--- config.mk ---
export PLATFORM = sky130hd
export DESIGN_NAME = gxsim_bank_access_arbiter_flat
export DESIGN_NICKNAME = d
export VERILOG_FILES = /design/src/rtl/gxsim_bank_access_arbiter_if.sv /design/src/rtl/gxsim_bank_access_arbiter.sv /design/src/flat_wrapper.sv
export SDC_FILE = /design/constraint.sdc
export NUM_CORES = 1
export LEC_CHECK = 0
export ABC_AREA = 0
export CELL_PAD_IN_SITES_DETAIL_PLACEMENT = 0
export CELL_PAD_IN_SITES_GLOBAL_PLACEMENT = 1
export CORE_UTILIZATION = 27
export DETAILED_ROUTE_END_ITERATION = 10
export PLACE_DENSITY = 0.88
export SLEW_MARGIN = 10
export SYNTH_ARGS = -nofsm -noshare
export SYNTH_HDL_FRONTEND = slang
export SYNTH_SLANG_ARGS = --single-unit
--- constraint.sdc ---
create_clock -name clk -period 1.87 [get_ports clk]
set_input_delay 0.2805 -clock clk [delete_from_list [all_inputs] [get_ports clk]]
set_output_delay 0.2805 -clock clk [all_outputs]
set_load 0.03 [all_outputs]
--- src/rtl/gxsim_bank_access_arbiter_if.sv ---
`default_nettype none
// ============================================================================
// Module   : gxsim_bank_access_arbiter_if
// Brief    : Requester handshakes plus the shared bank bus of the GenX
//            bank-access arbiter, bundled for port connection.
// Revision : 1.0 - initial release
// ============================================================================
interface gxsim_bank_access_arbiter_if #(
    parameter int NUM_BANKS = 4
);
    // Requester 0: QSPI command decoder
    logic                      r0_req;
    logic                      r0_write;
    logic [31:0]               r0_addr;
    logic [31:0]               r0_wdata;
    logic                      r0_ack;
    logic [31:0]               r0_rdata;
    logic                      r0_err;

    // Requester 1: host/debug port
    logic                      r1_req;
    logic                      r1_write;
    logic [31:0]               r1_addr;
    logic [31:0]               r1_wdata;
    logic                      r1_ack;
    logic [31:0]               r1_rdata;
    logic                      r1_err;

    // Shared bank bus
    logic [31:0]               bus_address;
    logic [31:0]               bus_wdata;
    logic                      bus_write_strobe;
    logic [NUM_BANKS-1:0]      bus_bank_select;
    logic [32*NUM_BANKS-1:0]   bus_rdata;

    // Environment side: the requesters and the bank instances
    modport master (
        output r0_req, r0_write, r0_addr, r0_wdata,
        input  r0_ack, r0_rdata, r0_err,
        output r1_req, r1_write, r1_addr, r1_wdata,
        input  r1_ack, r1_rdata, r1_err,
        input  bus_address, bus_wdata, bus_write_strobe, bus_bank_select,
        output bus_rdata
    );

    // Arbiter side
    modport slave (
        input  r0_req, r0_write, r0_addr, r0_wdata,
        output r0_ack, r0_rdata, r0_err,
        input  r1_req, r1_write, r1_addr, r1_wdata,
        output r1_ack, r1_rdata, r1_err,
        output bus_address, bus_wdata, bus_write_strobe, bus_bank_select,
        input  bus_rdata
    );
endinterface
`default_nettype wire

--- src/rtl/gxsim_bank_access_arbiter.sv ---
`default_nettype none
// ============================================================================
// Module   : gxsim_bank_access_arbiter
// Brief    : Round-robin arbiter sharing the GenX bank-register/SMEM banks
//            between the QSPI decoder (requester 0) and the host/debug port
//            (requester 1). Each access runs IDLE -> SETUP -> ACCESS -> RESP.
// Revision : 1.0 - initial release
// ============================================================================
module gxsim_bank_access_arbiter #(
    parameter int          NUM_BANKS = 4,
    parameter int          BANK_LSB  = 20,
    parameter logic [31:0] ERR_RDATA = 32'hDEAD_BEEF
) (
    input  wire logic                    clk,
    input  wire logic                    resetn,
    gxsim_bank_access_arbiter_if.slave   acc
);

    // Bank field width; a single bank has an empty field, so keep a 1-bit index
    localparam int          FIELD_W  = $clog2(NUM_BANKS);
    localparam int          IDX_W    = (FIELD_W > 0) ? FIELD_W : 1;
    localparam logic [31:0] IDX_MASK = 32'((64'd1 << FIELD_W) - 64'd1);

    typedef enum logic [1:0] {
        ST_IDLE   = 2'd0,
        ST_SETUP  = 2'd1,
        ST_ACCESS = 2'd2,
        ST_RESP   = 2'd3
    } state_t;

    state_t             state;
    state_t             state_next;

    logic               req_any;
    logic               grant_next;
    logic               sel_write;
    logic [31:0]        sel_addr;
    logic [31:0]        sel_wdata;
    logic [31:0]        addr_hi;
    logic [31:0]        idx_full;
    logic               dec_err;
    logic [IDX_W-1:0]   dec_idx;

    logic               grant;
    logic               last_grant;
    logic               lat_write;
    logic               lat_err;
    logic [IDX_W-1:0]   lat_idx;
    logic [31:0]        bus_address_q;
    logic [31:0]        bus_wdata_q;

    logic [NUM_BANKS-1:0] onehot;
    logic [NUM_BANKS-1:0] bank_select;
    logic               write_strobe;
    logic               r0_ack_c;
    logic               r1_ack_c;
    logic [31:0]        bank_rdata;
    logic [31:0]        resp_data;

    logic [31:0]        r0_rdata_q;
    logic               r0_err_q;
    logic [31:0]        r1_rdata_q;
    logic               r1_err_q;

    // Arbitration: a lone request wins, a tie goes to whoever was not granted last
    always_comb begin
        req_any    = acc.r0_req | acc.r1_req;
        grant_next = 1'b0;
        if (acc.r0_req && acc.r1_req) begin
            grant_next = ~last_grant;
        end else if (acc.r1_req) begin
            grant_next = 1'b1;
        end
        sel_write = grant_next ? acc.r1_write : acc.r0_write;
        sel_addr  = grant_next ? acc.r1_addr  : acc.r0_addr;
        sel_wdata = grant_next ? acc.r1_wdata : acc.r0_wdata;
    end

    // Bank decode: index field plus a check that nothing above it is set
    always_comb begin
        addr_hi  = sel_addr >> (BANK_LSB + FIELD_W);
        idx_full = (sel_addr >> BANK_LSB) & IDX_MASK;
        dec_err  = (addr_hi != 32'd0) || (idx_full >= 32'(NUM_BANKS));
        dec_idx  = idx_full[IDX_W-1:0];
    end

    // State register
    always_ff @(posedge clk) begin
        if (!resetn) begin
            state <= ST_IDLE;
        end else begin
            state <= state_next;
        end
    end

    // Next-state and bus/handshake control decoded from the current state
    always_comb begin
        state_next   = state;
        bank_select  = '0;
        write_strobe = 1'b0;
        r0_ack_c     = 1'b0;
        r1_ack_c     = 1'b0;
        case (state)
            ST_IDLE: begin
                if (req_any) begin
                    state_next = ST_SETUP;
                end
            end
            ST_SETUP: begin
                bank_select = lat_err ? '0 : onehot;
                state_next  = ST_ACCESS;
            end
            ST_ACCESS: begin
                bank_select = lat_err ? '0 : onehot;
                // Gated by resetn so a reset landing here abandons the write cleanly
                write_strobe = lat_write && !lat_err && resetn;
                state_next   = ST_RESP;
            end
            ST_RESP: begin
                r0_ack_c   = ~grant;
                r1_ack_c   = grant;
                state_next = ST_IDLE;
            end
            default: begin
                state_next = ST_IDLE;
            end
        endcase
    end

    // One-hot select and read-data mux for the latched bank index
    always_comb begin
        onehot     = '0;
        bank_rdata = 32'd0;
        for (int k = 0; k < NUM_BANKS; k++) begin
            if (lat_idx == IDX_W'(k)) begin
                onehot[k]  = 1'b1;
                bank_rdata = acc.bus_rdata[32*k +: 32];
            end
        end
        if (lat_err) begin
            resp_data = ERR_RDATA;
        end else if (lat_write) begin
            resp_data = 32'd0;
        end else begin
            resp_data = bank_rdata;
        end
    end

    // Request latch in IDLE and response capture at the end of ACCESS
    always_ff @(posedge clk) begin
        if (!resetn) begin
            grant         <= 1'b0;
            last_grant    <= 1'b1;
            lat_write     <= 1'b0;
            lat_err       <= 1'b0;
            lat_idx       <= '0;
            bus_address_q <= 32'd0;
            bus_wdata_q   <= 32'd0;
            r0_rdata_q    <= 32'd0;
            r0_err_q      <= 1'b0;
            r1_rdata_q    <= 32'd0;
            r1_err_q      <= 1'b0;
        end else begin
            if (state == ST_IDLE && req_any) begin
                grant         <= grant_next;
                last_grant    <= grant_next;
                lat_write     <= sel_write;
                lat_err       <= dec_err;
                lat_idx       <= dec_idx;
                bus_address_q <= sel_addr;
                bus_wdata_q   <= sel_wdata;
            end
            if (state == ST_ACCESS) begin
                if (grant) begin
                    r1_rdata_q <= resp_data;
                    r1_err_q   <= lat_err;
                end else begin
                    r0_rdata_q <= resp_data;
                    r0_err_q   <= lat_err;
                end
            end
        end
    end

    assign acc.bus_address      = bus_address_q;
    assign acc.bus_wdata        = bus_wdata_q;
    assign acc.bus_bank_select  = bank_select;
    assign acc.bus_write_strobe = write_strobe;
    assign acc.r0_ack           = r0_ack_c;
    assign acc.r0_rdata         = r0_rdata_q;
    assign acc.r0_err           = r0_err_q;
    assign acc.r1_ack           = r1_ack_c;
    assign acc.r1_rdata         = r1_rdata_q;
    assign acc.r1_err           = r1_err_q;

endmodule
`default_nettype wire

--- src/flat_wrapper.sv ---
// flat-port wrapper written by rule: the top's interface ports become plain ports
module gxsim_bank_access_arbiter_flat 
#(
    parameter int          NUM_BANKS = 4,
    parameter int          BANK_LSB  = 20,
    parameter logic [31:0] ERR_RDATA = 32'hDEAD_BEEF
)
  (clk, resetn, acc_r0_req, acc_r0_write, acc_r0_addr, acc_r0_wdata, acc_r0_ack, acc_r0_rdata, acc_r0_err, acc_r1_req, acc_r1_write, acc_r1_addr, acc_r1_wdata, acc_r1_ack, acc_r1_rdata, acc_r1_err, acc_bus_address, acc_bus_wdata, acc_bus_write_strobe, acc_bus_bank_select, acc_bus_rdata);
  gxsim_bank_access_arbiter_if #(.NUM_BANKS(NUM_BANKS)) acc_i ();
  input  wire logic clk;
  input  wire logic resetn;
  input wire logic [$bits(acc_i.r0_req)-1:0] acc_r0_req;
  input wire logic [$bits(acc_i.r0_write)-1:0] acc_r0_write;
  input wire logic [$bits(acc_i.r0_addr)-1:0] acc_r0_addr;
  input wire logic [$bits(acc_i.r0_wdata)-1:0] acc_r0_wdata;
  output wire logic [$bits(acc_i.r0_ack)-1:0] acc_r0_ack;
  output wire logic [$bits(acc_i.r0_rdata)-1:0] acc_r0_rdata;
  output wire logic [$bits(acc_i.r0_err)-1:0] acc_r0_err;
  input wire logic [$bits(acc_i.r1_req)-1:0] acc_r1_req;
  input wire logic [$bits(acc_i.r1_write)-1:0] acc_r1_write;
  input wire logic [$bits(acc_i.r1_addr)-1:0] acc_r1_addr;
  input wire logic [$bits(acc_i.r1_wdata)-1:0] acc_r1_wdata;
  output wire logic [$bits(acc_i.r1_ack)-1:0] acc_r1_ack;
  output wire logic [$bits(acc_i.r1_rdata)-1:0] acc_r1_rdata;
  output wire logic [$bits(acc_i.r1_err)-1:0] acc_r1_err;
  output wire logic [$bits(acc_i.bus_address)-1:0] acc_bus_address;
  output wire logic [$bits(acc_i.bus_wdata)-1:0] acc_bus_wdata;
  output wire logic [$bits(acc_i.bus_write_strobe)-1:0] acc_bus_write_strobe;
  output wire logic [$bits(acc_i.bus_bank_select)-1:0] acc_bus_bank_select;
  input wire logic [$bits(acc_i.bus_rdata)-1:0] acc_bus_rdata;
  assign acc_i.r0_req = acc_r0_req;
  assign acc_i.r0_write = acc_r0_write;
  assign acc_i.r0_addr = acc_r0_addr;
  assign acc_i.r0_wdata = acc_r0_wdata;
  assign acc_r0_ack = acc_i.r0_ack;
  assign acc_r0_rdata = acc_i.r0_rdata;
  assign acc_r0_err = acc_i.r0_err;
  assign acc_i.r1_req = acc_r1_req;
  assign acc_i.r1_write = acc_r1_write;
  assign acc_i.r1_addr = acc_r1_addr;
  assign acc_i.r1_wdata = acc_r1_wdata;
  assign acc_r1_ack = acc_i.r1_ack;
  assign acc_r1_rdata = acc_i.r1_rdata;
  assign acc_r1_err = acc_i.r1_err;
  assign acc_bus_address = acc_i.bus_address;
  assign acc_bus_wdata = acc_i.bus_wdata;
  assign acc_bus_write_strobe = acc_i.bus_write_strobe;
  assign acc_bus_bank_select = acc_i.bus_bank_select;
  assign acc_i.bus_rdata = acc_bus_rdata;
  gxsim_bank_access_arbiter #(.NUM_BANKS(NUM_BANKS), .BANK_LSB(BANK_LSB), .ERR_RDATA(ERR_RDATA)) u_core (.clk(clk), .resetn(resetn), .acc(acc_i));
endmodule
==> flow_metrics.env <==
export IMPL_outcome="complete, no violations"
export IMPL_io_buffer_count=398
export IMPL_max_clock_path_buffers=2
export IMPL_power_density_mw_per_mm2=1290
export IMPL_critical_path_arrival_ps=1520
export IMPL_vias=6475
export IMPL_synth_most_common_cell="dfxtp_1"
export IMPL_synth_seq_cells=136
export IMPL_fin_crit_sh=0.963
export IMPL_hp_class="in -> reg"
export IMPL_p_leak_uw=0.00491
export IMPL_cp_required_ps=1590
export IMPL_hold_ws_ps=228
export IMPL_netlist_area_mm2=0.00651
export IMPL_yosys_warnings=0
export IMPL_r2r_cells=6
export IMPL_grt_usage=0.193
export IMPL_grt_ovfl_total=0
export IMPL_syn_inst=625
export IMPL_fin_crit_ps=1800
export IMPL_io_pins=399
export IMPL_gp_congestion=0.808
export IMPL_synth_top_area_share=0.418
export IMPL_ant_nets=0
export IMPL_worst_skew_pair_late_latency_ps=420
export IMPL_ys_seq_area_frac=0.418
export IMPL_htreeDepth=4
export IMPL_wire_per_inst_um=18.1
export IMPL_ctsRootBufferMaster="clkbuf_16"
export IMPL_hold_violations=0
export IMPL_end_kind="output port"
export IMPL_cts_hold_buf=0
export IMPL_syn_area_per_cell_um2=10.4
export IMPL_crit_type="reg -> out"
export IMPL_dp_hpwl_um=18200
export IMPL_cap_violations=0
export IMPL_cts_sinks=136
export IMPL_n_antenna_cell=0
export IMPL_cp_max_fo=5
export IMPL_slew_headroom=0.548
export IMPL_chipWidth_um=157
export IMPL_worstHoldPathCells=2
export IMPL_yosys_top_cells_area="dfxtp_1 (42%), mux4_2 (11%), o211a_1 (10%)"
export IMPL_final_nets=1289
export IMPL_synth_largest_area_cell="dfxtp_1"
export IMPL_drc=0
export IMPL_num_fill_cells=2194
export IMPL_syn_to_final_growth_pct=80.2
export IMPL_synth_top_cells_by_count="dfxtp_1 (136), nand2_1 (67), o211a_1 (65), mux2i_1 (64), o21ai_0 (53)"
export IMPL_clk_pin_slew_worst_paths_ps=70
export IMPL_rsz0062_at_grt="yes"
export IMPL_place_inst=1317
export IMPL_start_kind="flip-flop"
export IMPL_fin_skew_ps=13.1
export IMPL_grt_antenna_before_repair=0
export IMPL_cts_buffers=17
export IMPL_finalPower_uw=15100
export IMPL_first_pass_iters=5
export IMPL_chipHeight_um=157
export IMPL_ir_drop_mv=0.644
export IMPL_syn_nets=890
export IMPL_grt_pass1_vias=6511
export IMPL_cts_tree="built"
export IMPL_rows=56
export IMPL_synth_edf_count=0
export IMPL_start_util=0.276
export IMPL_maxSlewViolCount=0
export IMPL_wl_um=24500
export IMPL_synth_cell_types=38
export IMPL_design_die_area_mm2=0.0247
export IMPL_fmax_mhz=555
export IMPL_vias_per_cell=4.78
export IMPL_drive_above_1_share=0.125
export IMPL_layout_cells_non_filler=1356
export IMPL_synth_ff_type="dfxtp_1"
export IMPL_async_flop_share=0
export IMPL_grt_pass1_wl_um=36000
export IMPL_drt_iter0_drc=270
export IMPL_design_core_area_mm2=0.0235
export IMPL_tightest_slew_ps=674
export IMPL_grt_max_degree=81
export IMPL_finalSetupTns_ps=0
export IMPL_finalSetupViolations=0
==> critical path: stages, from the launching register on <==
cell	delay (ps)
dfxtp_4	370
inv_2	50
ha_4	300
nor4bb_4	220
buf_6	170
==> per-stage QoR <==
| step | area [um2] | setup WS, ps | util |
|---|---|---|---|
| finish | 11700 | 69.5 | 0.498 |
| global route | 11700 | -12.8 | 0.498 |
| detailed placement | 11000 | -40.5 | 0.467 |
| floorplan | 6530 | -96.3 | - |
| global placement | 11000 | -2.09 | 0.467 |
| CTS | 11600 | 8.53 | 0.495 |
==> report_power, final <==
part	leakage, uW	internal (uW)	switching (uW)	total (uW)
Clock	0.000286	2000	1400	3400
Sequential	0.00112	3690	482	4180
Combinational	0.00350	3580	3940	7520
Total	0.00491	9270	5820	15100
==> routing by layer <==
metal / routed length [um] / global-route usage
met3: 1660 / 0.0619
met1: 9890 / 0.214
met2: 12600 / 0.351
met4: 348 / 0.0513
met5: 0 / 0
==> cells in the final DEF (no fill, tap or decap), types with 3 or more instances in the layout <==
master | Yosys | layout
clkdlybuf4s50_1 | 0 | 388
dfxtp_1 | 136 | 131
nand2_1 | 67 | 67
o211a_1 | 65 | 65
mux2i_1 | 64 | 64
o21ai_0 | 53 | 53
a21oi_1 | 50 | 50
buf_4 | 3 | 35
mux4_2 | 32 | 32
nand2b_1 | 25 | 25
nor2b_1 | 22 | 21
clkbuf_16 | 0 | 17
a22oi_1 | 16 | 16
buf_12 | 0 | 11
nor2_1 | 5 | 5
inv_6 | 0 | 5
dfxtp_2 | 0 | 4
nor4_1 | 3 | 3
dlygate4sd2_1 | 0 | 3
==> state kept, by name, indices dropped and copies added (netlist names) <==
register                cells
u_core.acc.bus_address     32
u_core.acc.bus_wdata       32
u_core.acc.r0_err           1
u_core.acc.r0_rdata        32
u_core.acc.r1_err           1
u_core.acc.r1_rdata        32
u_core.grant                1
u_core.last_grant           1
u_core.lat_err              1
u_core.lat_write            1
u_core.state                2
==> cells by family after synthesis <==
kind of cell | Yosys count | share of synthesized area
flip-flops | 136 | 0.418
multiplexers | 96 | 0.209
AND/OR/NAND/NOR | 138 | 0.111
AO/OA/AOI/OAI | 190 | 0.205
buffers and inverters | 62 | 0.0498
adder cells (fa/ha/maj) | 3 | 0.00577
==> final timing paths <==
check,startpoint,to,slack [ps]
hold reg to reg,u_core.acc.bus_wdata[25],u_core.acc.bus_wdata[25],500
setup reg to reg,u_core.state[1],u_core.acc.r1_rdata[29],280
hold / removal,resetn,u_core.acc.bus_address[18],230
setup / recovery,u_core.state[1],acc_bus_bank_select[1],70
==> area by class of cell <==
class | instances | area, um2 | area share
Timing Repair Buffer | 440 | 4450 | 0.379
Multi-Input combinational cell | 427 | 3540 | 0.302
Sequential cell | 136 | 2730 | 0.233
Clock buffer | 18 | 429 | 0.0366
Tap cell | 319 | 399 | 0.0340
Clock inverter | 14 | 160 | 0.0137
Inverter | 2 | 10.0 | 0.000854
==> what timing repair did <==
item / 4_1_cts / 5_1_grt
buffers inserted: 0 / 6
pin swaps: 0 / 1
cloned: 1 / 0
resized for setup: 10 / 8
setup endpoints to repair: 7 / 5
Note: power is estimated with default switching activity, not from simulation.
